==> src/rtl/axi_slave_resp_pop_fsm.sv <==
// Read-response pop FSM: drains the response buffer onto the AXI R channel in push order.
// Optional sticky push-while-full flag enabled by defining RESP_POP_OVERFLOW_CHECK_EN.
module axi_slave_resp_pop_fsm #(
    parameter int DATA_WIDTH = 64,
    parameter int ID_WIDTH   = 4,
    parameter int DEPTH      = 16,
    parameter int ADDR_WIDTH = $clog2(DEPTH)
) (
    input  logic                             clk,
    input  logic                             arst,
    input  logic                             push,
    output logic [ADDR_WIDTH:0]              count,
    output logic                             full,
    output logic                             empty,
    output logic                             overflow,
    output logic                             buf_rd_en,
    output logic [ADDR_WIDTH-1:0]            buf_rd_addr,
    input  logic [DATA_WIDTH+ID_WIDTH+2:0]   buf_rd_data,
    output logic                             RVALID,
    input  logic                             RREADY,
    output logic [DATA_WIDTH-1:0]            RDATA,
    output logic [ID_WIDTH-1:0]              RID,
    output logic [1:0]                       RRESP,
    output logic                             RLAST
);

    localparam int CNT_W = ADDR_WIDTH + 1;

    typedef enum logic [1:0] {IDLE, FETCH, SEND} state_t;

    state_t               state, state_next;
    logic [CNT_W-1:0]     count_next;
    logic [ADDR_WIDTH-1:0] rd_ptr;
    logic                 pop;
    logic                 push_acc;

    assign pop      = RVALID & RREADY;
    // A pop in the same cycle frees a slot, so a push against a full buffer is still taken then.
    assign push_acc = push & (~full | pop);
    assign full     = (count == CNT_W'(DEPTH));
    assign empty    = (count == '0);
    assign buf_rd_addr = rd_ptr;

    always_comb begin
        count_next = count;
        unique case ({push_acc, pop})
            2'b10:   count_next = count + CNT_W'(1);
            2'b01:   count_next = count - CNT_W'(1);
            default: count_next = count;
        endcase
    end

    always_comb begin
        state_next = state;
        buf_rd_en  = 1'b0;
        unique case (state)
            IDLE: begin
                buf_rd_en = (count != '0);
                if (buf_rd_en) state_next = FETCH;
            end
            FETCH: state_next = SEND;
            SEND: begin
                if (pop) begin
                    // count includes the beat on R; fetch again if anything remains after it.
                    buf_rd_en  = (count > CNT_W'(1)) | push;
                    state_next = buf_rd_en ? FETCH : IDLE;
                end
            end
            default: state_next = IDLE;
        endcase
    end

    always_ff @(posedge clk or negedge arst) begin
        if (!arst) begin
            state  <= IDLE;
            count  <= '0;
            rd_ptr <= '0;
            RVALID <= 1'b0;
            RDATA  <= '0;
            RID    <= '0;
            RRESP  <= '0;
            RLAST  <= 1'b0;
        end else begin
            state <= state_next;
            count <= count_next;
            if (buf_rd_en) rd_ptr <= rd_ptr + ADDR_WIDTH'(1);
            if (state == FETCH) begin
                {RLAST, RRESP, RID, RDATA} <= buf_rd_data;
                RVALID <= 1'b1;
            end else if (pop) begin
                RVALID <= 1'b0;
            end
        end
    end

`ifdef RESP_POP_OVERFLOW_CHECK_EN
    always_ff @(posedge clk or negedge arst) begin
        if (!arst)                     overflow <= 1'b0;
        else if (push & full & ~pop)   overflow <= 1'b1;
    end
`else
    assign overflow = 1'b0;
`endif

endmodule

==> config.mk <==
export PLATFORM = sky130hd
export DESIGN_NAME = axi_slave_resp_pop_fsm
export DESIGN_NICKNAME = d
export VERILOG_FILES = /design/src/rtl/axi_slave_resp_pop_fsm.sv
export SDC_FILE = /design/constraint.sdc
export NUM_CORES = 1
export LEC_CHECK = 0
export CORE_AREA = 2 2 72 125
export CTS_CLUSTER_SIZE = 16
export DETAILED_ROUTE_END_ITERATION = 8
export DIE_AREA = 0 0 74 127
export PLACE_DENSITY = 0.79
export SYNTH_ARGS = -nofsm -noshare
export SYNTH_HDL_FRONTEND = slang
export SYNTH_SLANG_ARGS = --single-unit
==> constraint.sdc <==
create_clock -name clk -period 2.3 [get_ports clk]
set_clock_uncertainty 0.1 [all_clocks]
set_input_delay 0.46 -clock clk [delete_from_list [all_inputs] [get_ports clk]]
set_output_delay 0.46 -clock clk [all_outputs]
set_load 0.02 [all_outputs]
==> insert_results.sql, run 1 <==
INSERT INTO impl_metrics (metric_group, metric, value, unit) VALUES
('synthesis', 'dominantRegCellSynth', 'sky130_fd_sc_hd__dfrtp_1', ''),
('global_routing', 'grt_pass1_vias', '3051', ''),
('power_and_ir_drop', 'share_seq_of_total_power', '0.302', ''),
('synthesis', 'yosys.area.top_type', 'sky130_fd_sc_hd__dfrtp_1', ''),
('power_and_ir_drop', 'ir_worst_vdd', '0.853', 'mV'),
('setup_path', 'crit_path_max_fanout', '2', ''),
('power_and_ir_drop', 'p_int', '5.28', 'mW'),
('power_and_ir_drop', 'netSwitchingFraction', '0.397', ''),
('sta', 'final_hold_viol_count', '0', ''),
('synthesis', 'netlist.area_leader.share', '0.621', ''),
('power_and_ir_drop', 'power_frac_clock', '0.172', ''),
('routing', 'totalWireLength', '9550', 'µm'),
('setup_path', 'arrival', '1.75', 'ns'),
('routing', 'route.detailed.wl_per_inst', '14.5', 'µm'),
('run_status', 'outcome', 'finished, violations left', ''),
('clock_network', 'clock_tree.htree_level_count', '3', ''),
('hold_path', 'hold_class', 'in2async', ''),
('sta', 'tightestPinTransition', '0.558', 'ns'),
('synthesis', 'post_synthesis_mean_instance_area', '9.16', 'µm²'),
('finish', 'final.fill_count', '655', ''),
('sta', 'worst_slack', '-0.0118', 'ns'),
('finish', 'sequential_cell_area', '0.00208', 'mm²'),
('run_status', 'failing_checks', 'setup timing', ''),
('setup_path', 'reg2reg_from', 'count[0]', ''),
('finish', 'layout-drive-gt1-share', '0.0974', ''),
('synthesis', 'edff_count_synth', '0', ''),
('floorplanning', 'die-area', '0.00940', 'mm²'),
('routing', 'final_antenna_net_count', '0', ''),
('finish', 'area_growth', '66.1', '%'),
('placed_design', 'hpwl', '6940', 'µm'),
('sta', 'setup-tns-final', '-0.0118', 'ns'),
('sta', 'hold_ws', '0.00658', 'ns'),
('clock_network', 'clock-sinks', '83', ''),
('clock_network', 'worst_setup_hold_path_clk_slew', '0.06', 'ns'),
('clock_network', 'postCtsHoldBufs', '0', ''),
('clock_network', 'cts_made_buffers', '9', ''),
('routing', 'via_per_inst', '4.50', ''),
('sta', 'fin_crit', '2.31', 'ns'),
('synthesis', 'yosysMostFrequentCell', 'sky130_fd_sc_hd__nand2_1', ''),
('synthesis', 'yosys_reg_bits', '83', ''),
('finish', 'layoutNonFillerInstCount', '659', ''),
('power_and_ir_drop', 'power.density_cell_area', '1570', 'mW/mm²'),
('placed_design', 'post-place-cells', '640', ''),
('finish', 'antenna_cells_inserted', '0', ''),
('setup_path', 'cp-start-kind', 'register', ''),
('sta', 'relSlewSlack', '0.628', ''),
('job', 'cap_viol_max_count', '0', ''),
('clock_network', 'clock-root-buffer', 'sky130_fd_sc_hd__clkbuf_16', ''),
('synthesis', 'synth-seq-area-share', '0.621', ''),
('power_and_ir_drop', 'power_leakage', '2.71', 'nW'),
('floorplanning', 'coreArea', '0.00831', 'mm²'),
('sta', 'setup-violations-final', '1', ''),
('finish', 'fin_nets', '619', ''),
('setup_path', 'class_of_the_most_critical_setup_path', 'reg2out', ''),
('power_and_ir_drop', 'total_power_draw', '8.74', 'mW'),
('power_and_ir_drop', 'switching_power_summed_over_all_nets', '3.47', 'mW'),
('floorplanning', 'die_height', '127', 'µm'),
('sta', 'max_freq', '433', 'MHz'),
('floorplanning', 'initial_core_util', '0.402', ''),
('setup_path', 'timing.critical_path.from', 'count[0]', ''),
('synthesis', 'yosys_warnings', '0', ''),
('global_routing', 'initial_antenna_violation_count', '0', ''),
('routing', 'num_vias', '2964', ''),
('placed_design', 'port_buffers', '158', ''),
('placed_design', 'routabilityCongestion', '0.841', ''),
('global_routing', 'grt_first_pass_wirelength', '15100', 'µm'),
('setup_path', 'critPathCaptureType', 'output port', ''),
('synthesis', 'synth_area_leaders', 'sky130_fd_sc_hd__dfrtp_1, sky130_fd_sc_hd__nand2_1, sky130_fd_sc_hd__ha_1', ''),
('synthesis', 'synthesis.area', '0.00334', 'mm²'),
('sta', 'finalCritPeriodShare', '1.01', ''),
('synthesis', 'postSynthNetCount', '445', '');
-- metrics by stage --
step                      area, µm²  utilization  setup slack [ns]
after floorplan                3340            -            0.0524
after global placement         5170        0.622            -0.538
final                          5550        0.668           -0.0118
after detailed placement       5170        0.622            -0.625
after global routing           5550        0.668           -0.0790
after CTS                      5550        0.668           -0.0121
-- area by class of cell --
class / instances / share of cell area
repair buffers: 180 / 0.319
well taps: 115 / 0.0259
inverters: 5 / 0.00383
clock inverters: 6 / 0.0144
multi-input cells: 260 / 0.221
flip-flops and latches: 83 / 0.374
clock buffers: 10 / 0.0412
-- cells by family after synthesis --
group / count (synthesis) / synth area share
simple gates: 234 / 0.281
flops: 83 / 0.621
buf+inv: 22 / 0.0281
compound gates: 11 / 0.0236
xor+xnor: 7 / 0.0183
fa+ha+maj: 5 / 0.0187
mux: 2 / 0.00748
other cells: 1 / 0.00112
-- worst max-delay path, cell delays in order (launching register included) --
cell	delay (ns)
sky130_fd_sc_hd__dfrtp_1	0.40
sky130_fd_sc_hd__buf_6	0.13
sky130_fd_sc_hd__inv_4	0.05
sky130_fd_sc_hd__ha_4	0.12
sky130_fd_sc_hd__nor4b_4	0.23
sky130_fd_sc_hd__nor3_2	0.09
sky130_fd_sc_hd__or2_4	0.26
sky130_fd_sc_hd__buf_6	0.13
-- per-layer routing --
layer | vias up | wire (µm) | track usage
li1 | 1461 | - | -
met1 | 1391 | 3420 | 0.233
met2 | 94 | 5400 | 0.381
met3 | 18 | 433 | 0.0442
met4 | 0 | 286 | 0.0963
met5 | - | 0 | 0
-- layout by cell type (no fill, tap or decap), types with 2 or more instances in the layout --
cell,synthesis,layout
sky130_fd_sc_hd__xor2_1,4,4
sky130_fd_sc_hd__xnor2_1,3,3
sky130_fd_sc_hd__buf_12,0,2
sky130_fd_sc_hd__inv_1,5,3
sky130_fd_sc_hd__buf_6,1,3
sky130_fd_sc_hd__a21oi_1,2,2
sky130_fd_sc_hd__clkbuf_16,0,9
sky130_fd_sc_hd__dfrtp_1,83,83
sky130_fd_sc_hd__nand2_1,221,219
sky130_fd_sc_hd__dlygate4sd2_1,0,3
sky130_fd_sc_hd__bufinv_16,0,2
sky130_fd_sc_hd__clkdlybuf4s50_1,0,152
sky130_fd_sc_hd__ha_1,5,3
sky130_fd_sc_hd__nand2_2,0,2
sky130_fd_sc_hd__clkinv_2,0,4
sky130_fd_sc_hd__nand4_1,2,2
sky130_fd_sc_hd__o21ai_1,2,2
sky130_fd_sc_hd__buf_4,1,19
-- final timing paths --
path	to	slack, ns	depth (start not counted)
worst min register to register	RDATA[18]	0.37	2
worst max-delay path	buf_rd_en	-0.01	7
min in group clk	RDATA[18]	0.37	2
worst min-delay path	RDATA[16]	0.007	1
max in group asynchronous	RID[0]	1.46	2
worst max register to register	buf_rd_addr[1]	0.37	8
-- state kept, by name (all words and copies together), names as in the netlist --
| register | cells |
|---|---|
| RVALID | 1 |
| RLAST | 1 |
| RDATA | 64 |
| RRESP | 2 |
| buf_rd_addr | 4 |
| RID | 4 |
| count | 5 |
| state | 2 |
-- what timing repair did --
item / in CTS / in global routing
endpoints found under the setup margin: 3 / 2
pin swaps: 5 / 0
buffers inserted: 3 / 0
resized for setup: 23 / 1
-- power by group through the flow --
stage | sequential (mW) | combinational, mW | clock, mW
finish | 2.64 | 4.60 | 1.51
global route | 2.72 | 5.00 | 1.60
detailed placement | 2.64 | 4.50 | 0
CTS | 2.64 | 4.65 | 1.54
global placement | 2.61 | 4.39 | 0
floorplan | 3.51 | 1.37 | 0
(Power assumes the default switching activity.)
==> run 2: changes to the inputs <==
TNS_END_PERCENT = 1   (was default)
clock period = 2.4 ns   (was 2.3 ns; I/O delays follow)
==> insert_results.sql, run 2 (synthesis gave the netlist of run 1 again) <==
INSERT INTO impl_metrics (metric_group, metric, value, unit) VALUES
('finish', 'layoutNonFillerInstCount', '654', ''),
('setup_path', 'crit_path_max_fanout', '2', ''),
('setup_path', 'timing.critical_path.slowest_cell_delay', '0.53', 'ns'),
('setup_path', 'crit_required', '1.82', 'ns'),
('finish', 'postLayoutCoreUtil', '0.658', ''),
('clock_network', 'cts_made_buffers', '9', ''),
('global_routing', 'grt_pass1_vias', '3065', ''),
('setup_path', 'timing.reg2reg.worst_path_depth', '8', ''),
('setup_path', 'critical_path.slowest_cell', 'sky130_fd_sc_hd__clkdlybuf4s50_1', ''),
('clock_network', 'clock-sinks', '83', ''),
('power_and_ir_drop', 'power.density_cell_area', '1480', 'mW/mm²'),
('setup_path', 'arrival', '1.75', 'ns'),
('setup_path', 'cell_family_contributing_the_most_delay_on_the_critical_path', 'buffers and inverters', ''),
('sta', 'finalCritPeriodShare', '0.970', ''),
('clock_network', 'clock-root-buffer', 'sky130_fd_sc_hd__clkbuf_16', ''),
('setup_path', 'timing.critical_path.to', 'buf_rd_en', ''),
('clock_network', 'worst_setup_hold_path_clk_slew', '0.07', 'ns'),
('finish', 'layout_commonest_cell', 'sky130_fd_sc_hd__nand2_1', ''),
('floorplanning', 'die-area', '0.00940', 'mm²'),
('clock_network', 'cts_tree', 'built', ''),
('setup_path', 'class_of_the_most_critical_setup_path', 'in2out', ''),
('job', 'cap_viol_max_count', '0', ''),
('setup_path', 'timing.critical_path.from', 'push', ''),
('finish', 'final.fill_count', '671', ''),
('placed_design', 'hpwl', '6830', 'µm'),
('sta', 'tightestPinTransition', '0.579', 'ns'),
('sta', 'fin_crit', '2.33', 'ns'),
('clock_network', 'worstSkewPairLatency', '0.33', 'ns'),
('setup_path', 'total_buffers_and_inverters_traversed_by_the_critical_path', '2', ''),
('sta', 'max_freq', '430', 'MHz'),
('power_and_ir_drop', 'ir_worst_vdd', '0.727', 'mV'),
('clock_network', 'clock_tree.htree_level_count', '3', ''),
('setup_path', 'crit_path_cell_trace', 'clkdlybuf4s50_1 -> nor4_2 -> a2111oi_4 -> or2_4 -> buf_6', ''),
('finish', 'layout-drive-gt1-share', '0.0853', ''),
('setup_path', 'cp-start-kind', 'primary input', ''),
('clock_network', 'clock_path_buffers', '2', ''),
('sta', 'final_hold_viol_count', '0', ''),
('hold_path', 'hold_class', 'in2async', ''),
('finish', 'fin_nets', '614', ''),
('setup_path', 'critPathCaptureType', 'output port', ''),
('sta', 'grt_setup_unrepaired', 'true', ''),
('global_routing', 'initial_antenna_violation_count', '0', ''),
('clock_network', 'postCtsHoldBufs', '0', ''),
('floorplanning', 'initial_core_util', '0.402', ''),
('placed_design', 'port_buffers', '158', ''),
('sta', 'slew_viol_final', '0', ''),
('sta', 'hold_ws', '0.0398', 'ns'),
('routing', 'drt-initial-drc-count', '146', ''),
('sta', 'relSlewSlack', '0.614', ''),
('placed_design', 'routabilityCongestion', '0.901', ''),
('run_status', 'outcome', 'finished clean', ''),
('global_routing', 'grt_first_pass_wirelength', '14600', 'µm'),
('sta', 'setup-tns-final', '0', 'ns'),
('finish', 'sequential_cell_area', '0.00208', 'mm²'),
('finish', 'antenna_cells_inserted', '0', ''),
('floorplanning', 'boundaryPins', '160', ''),
('floorplanning', 'coreArea', '0.00831', 'mm²'),
('routing', 'totalWireLength', '9440', 'µm'),
('finish', 'layout_common_cells', 'sky130_fd_sc_hd__nand2_1, sky130_fd_sc_hd__clkdlybuf4s50_1, sky130_fd_sc_hd__dfrtp_1, sky130_fd_sc_hd__buf_4, sky130_fd_sc_hd__clkbuf_16', ''),
('setup_path', 'worstReg2RegEnd', 'buf_rd_addr[1]', ''),
('routing', 'final_antenna_net_count', '0', ''),
('sta', 'setup-violations-final', '0', ''),
('routing', 'drc', '0', ''),
('routing', 'num_vias', '2994', ''),
('global_routing', 'globalRouteOverflowTotal', '0', ''),
('global_routing', 'total_routing_usage_reported_by_global_routing', '0.206', ''),
('finish', 'largest_register', 'RDATA', ''),
('setup_path', 'setup.reg_to_reg.worst_slack', '0.48', 'ns'),
('routing', 'via_per_inst', '4.58', ''),
('routing', 'firstDrtPassIters', '4', ''),
('finish', 'area_growth', '63.7', '%'),
('floorplanning', 'die-width', '74', 'µm'),
('power_and_ir_drop', 'power_leakage', '2.67', 'nW'),
('placed_design', 'post-place-cells', '637', ''),
('routing', 'route.detailed.wl_per_inst', '14.4', 'µm'),
('finish', 'largest_reg_flops', '64', ''),
('floorplanning', 'die_height', '127', 'µm'),
('finish', 'biggestRegsByFlops', 'RDATA x64, count x5', ''),
('placed_design', 'pre_cts_slack', '-0.492', 'ns'),
('setup_path', 'crit_cells', '5', ''),
('sta', 'worst_slack', '0.0722', 'ns'),
('finish', 'multi_input_comb_area', '0.00121', 'mm²'),
('floorplanning', 'row_count', '44', ''),
('global_routing', 'grt_max_degree', '73', ''),
('setup_path', 'reg2reg_from', 'count[0]', '');
run 2: cell types whose count changed in the layout (fill, tap and decap cells not counted), sizes merged:
cell	before	now
clkdlybuf4s50	152	153
clkinvlp	0	3
dlygate4sd2	3	2
dlymetal6s2s	0	1
clkdlybuf4s15	1	0
buf	24	19
clkinv	4	3
bufinv	2	0
run 2: worst min-delay path by stage:
stage,to
global route,RDATA[14]
global placement,RDATA[58]
finish,RDATA[14]
detailed placement,RDATA[15]
floorplan,RDATA[0]
CTS,RDATA[37]
run 2: metal layers:
layer  vias to the layer above  GRT usage  part of all wire
li1                       1456          -                 -
met1                      1410      0.221              0.37
met2                        99      0.362              0.54
met3                        29     0.0339             0.035
met4                         0      0.130             0.049
met5                         -          0                 0
run 2: timing repair:
| item | 4_1_cts | 5_1_grt |
|---|---|---|
| pin swaps | 0 | 2 |
| resized for setup | 10 | 7 |
| buffers inserted | 0 | 1 |
| gates cloned | 0 | 0 |
| setup endpoints to repair | 3 | 2 |
run 2: power breakdown:
group	internal (mW)	total, mW	leakage [nW]	switching (mW)
clock	0.726	1.27	0.130	0.543
sequential	2.11	2.53	1.02	0.427
combinational	1.97	4.31	1.52	2.34
total	4.81	8.11	2.67	3.31
run 2: worst register-to-register path: cells and delay by family (launching register included):
| family | cells | cell delay (ns) |
|---|---|---|
| AND/OR/NAND/NOR | 3 | 0.57 |
| multiplexers | 1 | 0.28 |
| adder cells (fa/ha/maj) | 1 | 0.13 |
| buffers and inverters | 3 | 0.33 |
| flip-flops | 1 | 0.39 |
run 2: layout make-up:
type,instances,share of cell area
clock buffer,10,0.0437
clock inverter,6,0.00754
inverter,5,0.00389
multi-input combinational,260,0.222
sequential,83,0.379
tap,115,0.0263
timing repair buffer,175,0.317
run 2: metrics by stage:
step                power, mW  area (µm²)
floorplan                4.68        3340
global placement         6.68        5150
detailed placement       6.81        5150
CTS                      8.14        5440
global route             8.65        5470
finish                   8.11        5470
==> run 3: changes to the inputs <==
GPL_ROUTABILITY_DRIVEN = 1   (was default)
REMOVE_ABC_BUFFERS = 1   (was default)
==> insert_results.sql, run 3 (synthesis gave the netlist of run 1 again) <==
INSERT INTO impl_metrics (metric_group, metric, value, unit) VALUES
('global_routing', 'grt_pass1_vias', '3073', ''),
('global_routing', 'globalRouteOverflowTotal', '0', ''),
('setup_path', 'timing.reg2reg.worst_path_depth', '8', ''),
('finish', 'largest_reg_flops', '64', ''),
('finish', 'multi_input_comb_area', '0.00122', 'mm²'),
('global_routing', 'grtUsageMet3', '0.0465', ''),
('floorplanning', 'coreArea', '0.00831', 'mm²'),
('power_and_ir_drop', 'power_frac_clock', '0.164', ''),
('placed_design', 'port_buffers', '158', ''),
('setup_path', 'timing.critical_path.from', 'count[1]', ''),
('setup_path', 'crit_path_max_fanout', '2', ''),
('placed_design', 'routabilityCongestion', '0.840', ''),
('global_routing', 'initial_antenna_violation_count', '0', ''),
('floorplanning', 'initial_core_util', '0.402', ''),
('sta', 'slew_viol_final', '0', ''),
('routing', 'via_per_inst', '4.56', ''),
('power_and_ir_drop', 'ir_worst_vdd', '0.865', 'mV'),
('power_and_ir_drop', 'netSwitchingFraction', '0.402', ''),
('setup_path', 'cp-start-kind', 'register', ''),
('global_routing', 'total_routing_usage_reported_by_global_routing', '0.209', ''),
('sta', 'worst_slack', '0.0536', 'ns'),
('hold_path', 'hold_class', 'in2async', ''),
('placed_design', 'pre_cts_slack', '-0.434', 'ns'),
('floorplanning', 'die_height', '127', 'µm'),
('sta', 'tightestPinTransition', '0.749', 'ns'),
('floorplanning', 'die-area', '0.00940', 'mm²'),
('global_routing', 'grt_max_degree', '43', ''),
('setup_path', 'total_buffers_and_inverters_traversed_by_the_critical_path', '3', ''),
('sta', 'max_freq', '426', 'MHz'),
('floorplanning', 'die-width', '74', 'µm'),
('sta', 'finalCritPeriodShare', '0.978', ''),
('routing', 'firstDrtPassIters', '4', ''),
('routing', 'final_antenna_net_count', '0', ''),
('finish', 'area_growth', '64.7', '%'),
('power_and_ir_drop', 'p_int', '4.92', 'mW'),
('sta', 'setup-violations-final', '0', ''),
('floorplanning', 'boundaryPins', '160', ''),
('routing', 'num_vias', '2985', ''),
('setup_path', 'worstReg2RegEnd', 'buf_rd_addr[1]', ''),
('clock_network', 'worst_setup_hold_path_clk_slew', '0.06', 'ns'),
('setup_path', 'crit_required', '1.82', 'ns'),
('clock_network', 'postCtsHoldBufs', '0', ''),
('sta', 'relSlewSlack', '0.499', ''),
('power_and_ir_drop', 'power_leakage', '2.67', 'nW'),
('setup_path', 'critical_path.slowest_cell', 'sky130_fd_sc_hd__dfrtp_1', ''),
('sta', 'fin_crit', '2.35', 'ns'),
('setup_path', 'setup.reg_to_reg.worst_slack', '0.45', 'ns'),
('clock_network', 'cts_tree', 'built', ''),
('setup_path', 'timing.critical_path.slowest_cell_delay', '0.39', 'ns'),
('finish', 'layout_commonest_cell', 'sky130_fd_sc_hd__nand2_1', ''),
('global_routing', 'groute.layer.met2.usage', '0.371', ''),
('sta', 'final_hold_viol_count', '0', ''),
('sta', 'setup-tns-final', '0', 'ns'),
('global_routing', 'met1_usage', '0.219', ''),
('power_and_ir_drop', 'power.density_cell_area', '1490', 'mW/mm²'),
('job', 'cap_viol_max_count', '0', ''),
('run_status', 'outcome', 'finished clean', ''),
('clock_network', 'cts_made_buffers', '9', ''),
('setup_path', 'class_of_the_most_critical_setup_path', 'reg2out', ''),
('finish', 'biggestRegsByFlops', 'RDATA x64, count x5', ''),
('routing', 'drt-initial-drc-count', '172', ''),
('clock_network', 'clock_tree.htree_level_count', '3', ''),
('finish', 'sequential_cell_area', '0.00208', 'mm²'),
('finish', 'layout_common_cells', 'sky130_fd_sc_hd__nand2_1, sky130_fd_sc_hd__clkdlybuf4s50_1, sky130_fd_sc_hd__dfrtp_1, sky130_fd_sc_hd__buf_4, sky130_fd_sc_hd__clkbuf_16', ''),
('setup_path', 'arrival', '1.77', 'ns'),
('setup_path', 'crit_path_cell_trace', 'inv_1 -> buf_4 -> ha_4 -> nor4b_4 -> nor3_2 -> or2_4 -> buf_6', ''),
('routing', 'drc', '0', ''),
('power_and_ir_drop', 'power.share.combinational', '0.524', ''),
('placed_design', 'hpwl', '7030', 'µm'),
('clock_network', 'worstSkewPairLatency', '0.33', 'ns'),
('global_routing', 'grt_first_pass_wirelength', '14700', 'µm'),
('setup_path', 'cell_family_contributing_the_most_delay_on_the_critical_path', 'simple AND/OR/NAND/NOR gates', ''),
('setup_path', 'critPathCaptureType', 'output port', ''),
('finish', 'layout.cell_area.non_filler', '0.00551', 'mm²'),
('power_and_ir_drop', 'switching_power_summed_over_all_nets', '3.30', 'mW'),
('routing', 'route.detailed.wl_per_inst', '14.5', 'µm'),
('clock_network', 'clock-root-buffer', 'sky130_fd_sc_hd__clkbuf_16', ''),
('finish', 'largest_register', 'RDATA', ''),
('clock_network', 'clock-sinks', '83', ''),
('global_routing', 'globalRoute.busiestLayer', 'met2', ''),
('finish', 'layout-drive-gt1-share', '0.0833', ''),
('routing', 'totalWireLength', '9520', 'µm'),
('finish', 'final.fill_count', '665', ''),
('setup_path', 'reg2reg_from', 'count[1]', ''),
('finish', 'antenna_cells_inserted', '0', ''),
('clock_network', 'clock_path_buffers', '2', ''),
('placed_design', 'placed_cell_areas', '0.00514', 'mm²'),
('finish', 'fin_nets', '615', ''),
('floorplanning', 'row_count', '44', ''),
('power_and_ir_drop', 'share_seq_of_total_power', '0.312', '');
==> run 3: routing by layer <==
metal / vias up / wire length [µm]
met5: - / 0
met1: 1396 / 3410
li1: 1464 / -
met2: 101 / 5350
met4: 0 / 389
met3: 24 / 377
==> run 3: power groups by stage <==
stage | Combinational (mW) | Sequential (mW) | Clock (mW)
after detailed placement | 4.25 | 2.56 | 0
after global routing | 4.65 | 2.63 | 1.45
after global placement | 4.13 | 2.52 | 0
final | 4.31 | 2.56 | 1.35
after floorplan | 1.26 | 3.38 | 0
after CTS | 4.25 | 2.56 | 1.39
==> run 3: timing repair <==
item	4_1_cts	5_1_grt
buffers inserted	0	3
gates resized for setup	5	13
endpoints found under the setup margin	3	3
pin swaps	0	4
==> run 3: layout make-up <==
type / count / share of cell area
Sequential cell: 83 / 0.377
Timing Repair Buffer: 176 / 0.317
Multi-Input combinational cell: 260 / 0.222
Clock buffer: 12 / 0.0448
Tap cell: 115 / 0.0261
Clock inverter: 4 / 0.00909
Inverter: 5 / 0.00386
==> run 3: worst max path at each step <==
stage	end	slack, ns	cells past startpoint
finish	buf_rd_en	0.05	7
global route	buf_rd_en	-0.02	7
CTS	buf_rd_en	-0.17	5
detailed placement	buf_rd_en	-0.43	5
global placement	buf_rd_en	-0.43	5
floorplan	RDATA[0]	-0.68	3
==> run 3: through the flow <==
stage | hold slack, ns | util | instances | power, mW
final | 0.0198 | 0.662 | 655 | 8.22
after global routing | 0.0542 | 0.662 | 655 | 8.74
after CTS | 0.0335 | 0.654 | 652 | 8.20
after detailed placement | 0.362 | 0.618 | 636 | 6.81
after global placement | 0.356 | 0.618 | 636 | 6.65
after floorplan | 0.0844 | - | 348 | 4.64
